## src/rtl/dec_pkg.sv

```systemverilog
// rtl/dec_pkg.sv - shared types and widths for the 3:8 strobe decoder
package dec_pkg;

  localparam int IN_W  = 3;
  localparam int OUT_W = 8;
  localparam int CNT_W = 8;

  typedef enum logic [1:0] {
    IDLE  = 2'd0,
    DRIVE = 2'd1,
    GAP   = 2'd2
  } state_t;

endpackage

```

## src/rtl/decoder_3_8.sv

```systemverilog
// rtl/decoder_3_8.sv - combinational binary code to one-hot decode
module decoder_3_8
  import dec_pkg::*;
(
  input  logic [IN_W-1:0]  in,
  output logic [OUT_W-1:0] out
);

  assign out = OUT_W'(1) << in;

endmodule

```

## src/rtl/decoder_3_8_strobe.sv

```systemverilog
// rtl/decoder_3_8_strobe.sv - registered 3:8 decoder driving timed one-hot strobes
// Optional one-entry skid register enabled by defining DEC_3_8_SKID_EN.
module decoder_3_8_strobe
  import dec_pkg::*;
#(
  parameter int HOLD_CYCLES = 4,
  parameter int GAP_CYCLES  = 1
) (
  input  logic             clk,
  input  logic             rst,
  input  logic             in_valid,
  output logic             in_ready,
  input  logic [IN_W-1:0]  in,
  output logic [OUT_W-1:0] out,
  output logic             out_valid,
  output logic             busy
);

  localparam logic [CNT_W-1:0] HOLD_LOAD = CNT_W'(HOLD_CYCLES - 1);
  localparam logic [CNT_W-1:0] GAP_LOAD  = CNT_W'((GAP_CYCLES > 0) ? GAP_CYCLES - 1 : 0);

  state_t           state, state_nxt;
  logic [CNT_W-1:0] cnt, cnt_nxt;
  logic [OUT_W-1:0] out_nxt;
  logic [OUT_W-1:0] dec_code;
  logic [IN_W-1:0]  load_code;
  logic             load;
  logic             finishing;
  logic             xfer;

  assign xfer      = in_valid && in_ready;
  assign out_valid = |out;

  decoder_3_8 u_dec (
    .in  (load_code),
    .out (dec_code)
  );

`ifdef DEC_3_8_SKID_EN
  logic            skid_full, skid_full_nxt;
  logic [IN_W-1:0] skid_code, skid_code_nxt;

  assign in_ready = !skid_full;
  assign busy     = (state != IDLE) || skid_full;
`else
  assign in_ready = (state == IDLE);
  assign busy     = (state != IDLE);
`endif

  always_comb begin
    state_nxt = state;
    cnt_nxt   = cnt;
    out_nxt   = out;
    load      = 1'b0;
    load_code = in;
    finishing = 1'b0;
`ifdef DEC_3_8_SKID_EN
    skid_full_nxt = skid_full;
    skid_code_nxt = skid_code;
`endif

    case (state)
      IDLE: begin
        if (xfer) load = 1'b1;
      end
      DRIVE: begin
        if (cnt == '0) begin
          if (GAP_CYCLES > 0) begin
            state_nxt = GAP;
            cnt_nxt   = GAP_LOAD;
            out_nxt   = '0;
          end else begin
            finishing = 1'b1;
          end
        end else begin
          cnt_nxt = cnt - 1'b1;
        end
      end
      GAP: begin
        if (cnt == '0) finishing = 1'b1;
        else           cnt_nxt   = cnt - 1'b1;
      end
      default: state_nxt = IDLE;
    endcase

    if (finishing) begin
      state_nxt = IDLE;
      cnt_nxt   = '0;
      out_nxt   = '0;
    end

`ifdef DEC_3_8_SKID_EN
    // A pending code replaces the IDLE cycle so strobes run back to back.
    if (finishing) begin
      if (skid_full) begin
        load          = 1'b1;
        load_code     = skid_code;
        skid_full_nxt = 1'b0;
      end else if (xfer) begin
        load = 1'b1;
      end
    end else if ((state != IDLE) && xfer) begin
      skid_full_nxt = 1'b1;
      skid_code_nxt = in;
    end
`endif

    if (load) begin
      state_nxt = DRIVE;
      cnt_nxt   = HOLD_LOAD;
      out_nxt   = dec_code;
    end
  end

  always_ff @(posedge clk or posedge rst) begin
    if (rst) begin
      state <= IDLE;
      cnt   <= '0;
      out   <= '0;
    end else begin
      state <= state_nxt;
      cnt   <= cnt_nxt;
      out   <= out_nxt;
    end
  end

`ifdef DEC_3_8_SKID_EN
  always_ff @(posedge clk or posedge rst) begin
    if (rst) begin
      skid_full <= 1'b0;
      skid_code <= '0;
    end else begin
      skid_full <= skid_full_nxt;
      skid_code <= skid_code_nxt;
    end
  end
`endif

endmodule
```

## config.mk

```make
export PLATFORM = sky130hd
export DESIGN_NAME = decoder_3_8_strobe
export DESIGN_NICKNAME = d
export VERILOG_FILES = /design/src/rtl/dec_pkg.sv /design/src/rtl/decoder_3_8.sv /design/src/rtl/decoder_3_8_strobe.sv
export SDC_FILE = /design/constraint.sdc
export NUM_CORES = 1
export LEC_CHECK = 0
export CAP_MARGIN = 10
export CELL_PAD_IN_SITES_DETAIL_PLACEMENT = 1
export CELL_PAD_IN_SITES_GLOBAL_PLACEMENT = 1
export CORE_MARGIN = 3
export CORE_UTILIZATION = 39
export CTS_CLUSTER_DIAMETER = 150
export DETAILED_ROUTE_END_ITERATION = 16
export GPL_ROUTABILITY_DRIVEN = 0
export PLACE_DENSITY_LB_ADDON = 0.1
export SYNTH_ARGS = -nofsm -noshare
export SYNTH_HDL_FRONTEND = slang
export SYNTH_SLANG_ARGS = --single-unit
export TNS_END_PERCENT = 50
```

## constraint.sdc

```tcl
create_clock -name clk -period 2.1 [get_ports clk]
set_input_delay 0.63 -clock clk [delete_from_list [all_inputs] [get_ports clk]]
set_output_delay 0.63 -clock clk [all_outputs]
set_load 0.05 [all_outputs]
```

==> summary.txt <==
Outcome
  – Status: completed

Die
  – Io pins: 17
  – Die Area: 3110 sq um
  – Core region area: 2280 sq um
  – Initial Utilization: 0.424
  – Die width: 55.8 microns
  – Std-Cell Rows: 17
  – Die Span Y: 55.8 microns

Logic synthesis
  – Asr flop ratio synth: 1.00
  – Post-synth EDFFs: 0
  – Cell accounting for the most synthesized area: dfrtp_1
  – Post-Synth Simple-Gate Area: 0.176
  – Post-synthesis register bit count: 18
  – Top cells by area, synth: dfrtp_1, ha_1, a22o_1
  – Synth warnings: 0
  – Post-synthesis xor/xnor area fraction: 0
  – Synth Area in Compound Gates: 0.256
  – Mapped Area: 966 sq um
  – Synth Flop Type: dfrtp_1
  – Post-synthesis sequential area ratio: 0.466
  – Post-synth cell types: 32
  – Largest family of logic cells by synthesized area: compound AO/OA/AOI/OAI gates
  – Gate Count Post-Synth: 92
  – Syn Area/Cell: 10.5 sq um
  – Post-synth top area share: 0.466
  – Mux contribution to synthesized area: 0
  – Count leader, synth: dfrtp_1
  – Synth Area in Adders: 0.0648
  – Most instantiated cells after synthesis: dfrtp_1, inv_1, a21oi_1, a22o_1, nand2_1
  – Post-Syn Nets: 103

Power and ir drop
  – Sw Ratio: 0.223
  – Worst vdd ir: 0.000250 V
  – Pwr Density: 448 nW/um^2
  – Clock power frac: 0.321
  – Power share of the combinational group: 0.044
  – Leakage Power: 0.566 nW
  – Seq pwr share: 0.635
  – P_sw: 0.121 mW
  – Total power: 0.545 mW
  – Internal: 0.424 mW

Critical path
  – Slowest-stage cell, CP: or4_1
  – R2R Setup Slk: 0.11 ns
  – Worst Path Required: 2.32 ns
  – Setup crit start kind: flop
  – Largest stage delay, worst path: 0.49 ns
  – CP arrival: 2.21 ns
  – Worst path bufs/invs: 1
  – CP Max Fanout: 4
  – CP Cell Sequence: inv_1 -> ha_2 -> or4b_4 -> or4_1 -> a21oi_1
  – Setup Crit Path Kind: reg -> reg
  – Family with the most delay on the worst path: simple AND/OR/NAND/NOR gates
  – Setup crit end kind: flop

Clock network
  – CTS tree: done
  – Worst-Skew Late Latency: 0.29 ns
  – CTS root buffer: clkbuf_4
  – Worst-path clk slew: 0.11 ns
  – TritonCTS Sinks: 18
  – Longest Clk Path Bufs: 2
  – CTS H-tree lvls: 1
  – Total CTS buffers: 3
  – CTS Hold Buffers Added: 0

GRT
  – Initial antenna violation count: 0
  – Grt ovf: 0
  – Pin count of the biggest net entering global routing: 19
  – GRT Total Usage: 0.173
  – First-pass GRT wire length: 4310 microns
  – Vias in the first global route: 886

Layout
  – Fillers: 258
  – Ant. Diodes: 0
  – Core Util, Final: 0.535
  – Final nets: 127
  – Final cell count without fillers: 142
  – Fraction of layout cells with a size suffix above 1: 0.219
  – Finished Cell Area: 1220 sq um
  – Area grow syn2layout: 26.2%

Detailed routing
  – Antenna Violating Nets Remaining: 0
  – Residual DRC: 0
  – Via count: 825
  – Wire per inst: 17.6 microns
  – Drt first pass iters: 3
  – Via-to-Cell Ratio: 5.81
  – Final WL: 2490 microns
  – Initial DRC Count: 7

Timing
  – Final setup fails: 0
  – Worst slew pin tran: 0.677 ns
  – Fin. max-slew vios: 0
  – Tcrit/Tclk final: 0.947
  – Setup_tns: 0 ns
  – Relative slew slack: 0.546
  – Final Hold Vio Count: 0
  – Final worst slack: 0.110 ns
  – Final hold slack: 0.547 ns
  – Minimum clock period: 1.99 ns
  – Max Clk Rate: 0.503 GHz
  – Final Skew: 0.00558 ns

Worst hold path
  – Worst hold path class: reg -> reg

Place
  – Placed cell areas: 1190 sq um
  – IO buf count: 16
  – DP Worst Slack: -0.0199 ns
  – HPWL after DPL: 1900 microns
  – Post-Place Cells: 139

Flow run
  – Max-capacitance violation count: 0
## layer usage
layer / wire (microns) / vias up / track usage
met3: 76 / 4 / 0.0278
met5: 0 / - / 0
li1: - / 401 / -
met2: 1220 / 15 / 0.279
met1: 1160 / 405 / 0.232
met4: 39 / 0 / 0.0660
## worst reg2reg max path, delay by kind of cell, from the launching register on
| family | cells | cell delay [ns] |
|---|---|---|
| AND/OR/NAND/NOR | 2 | 0.97 |
| buffers and inverters | 1 | 0.09 |
| flip-flops | 1 | 0.40 |
| adder cells (fa/ha/maj) | 1 | 0.33 |
| AO/OA/AOI/OAI | 1 | 0.14 |
## logic make-up after synthesis
logic type                 after synthesis
and+or+nand+nor                         27
AOI/OAI and AO/OA                       33
adders and majority gates                5
DFF                                     18
buffers and inverters                    9
## worst paths after layout
check	cells past startpoint	start	endpoint
hold / removal	1	out[5]$_DFFE_PP0P_	out[5]$_DFFE_PP0P_
min in group asynchronous	3	rst	cnt[5]$_DFFE_PP0P_
hold reg to reg	1	out[5]$_DFFE_PP0P_	out[5]$_DFFE_PP0P_
setup / recovery	5	state[0]$_DFFE_PP0P_	cnt[7]$_DFFE_PP0P_
max in group asynchronous	3	rst	out[3]$_DFFE_PP0P_
setup reg to reg	5	state[0]$_DFFE_PP0P_	cnt[7]$_DFFE_PP0P_
## power groups by stage
stage	logic, mW	registers [mW]	clock network [mW]
3_3_place_gp	0.0243	0.353	0
2_1_floorplan	0.00779	0.353	0
5_1_grt	0.0269	0.347	0.196
6_report	0.0238	0.346	0.175
4_1_cts	0.0247	0.346	0.186
3_5_place_dp	0.0246	0.353	0
## registers in the layout, indices dropped and copies added, names as in the netlist
register,flops
cnt,8
out,8
state,2
## final cells by class
cell class | count | area (sq um) | area share
clock buffers | 3 | 22.5 | 0.0185
inverters | 7 | 26.3 | 0.0216
multi-input cells | 65 | 489 | 0.401
flip-flops and latches | 18 | 450 | 0.370
well taps | 28 | 35.0 | 0.0287
repair buffers | 21 | 195 | 0.160
## what timing repair did
item / CTS / global route
endpoints found under the setup margin: 0 / 2
buffers inserted: 0 / 0
gates resized for setup: 0 / 2
## cells in the final DEF (no fill, tap or decap), types with 2 or more instances in the layout
cell and count:
o21ai_0 5, buf_12 2, nor2b_1 3, clkbuf_4 3
buf_4 14, o31ai_1 2, dfrtp_1 18, a22o_1 6
a31oi_1 3, inv_1 7, nand2_1 6, or2_2 2
clkdlybuf4s50_1 5, nor2_1 2, or4_1 4, a211o_1 3
ha_1 4, a21oi_1 6, a32o_1 2
Note: power is estimated with default switching activity, not from simulation.
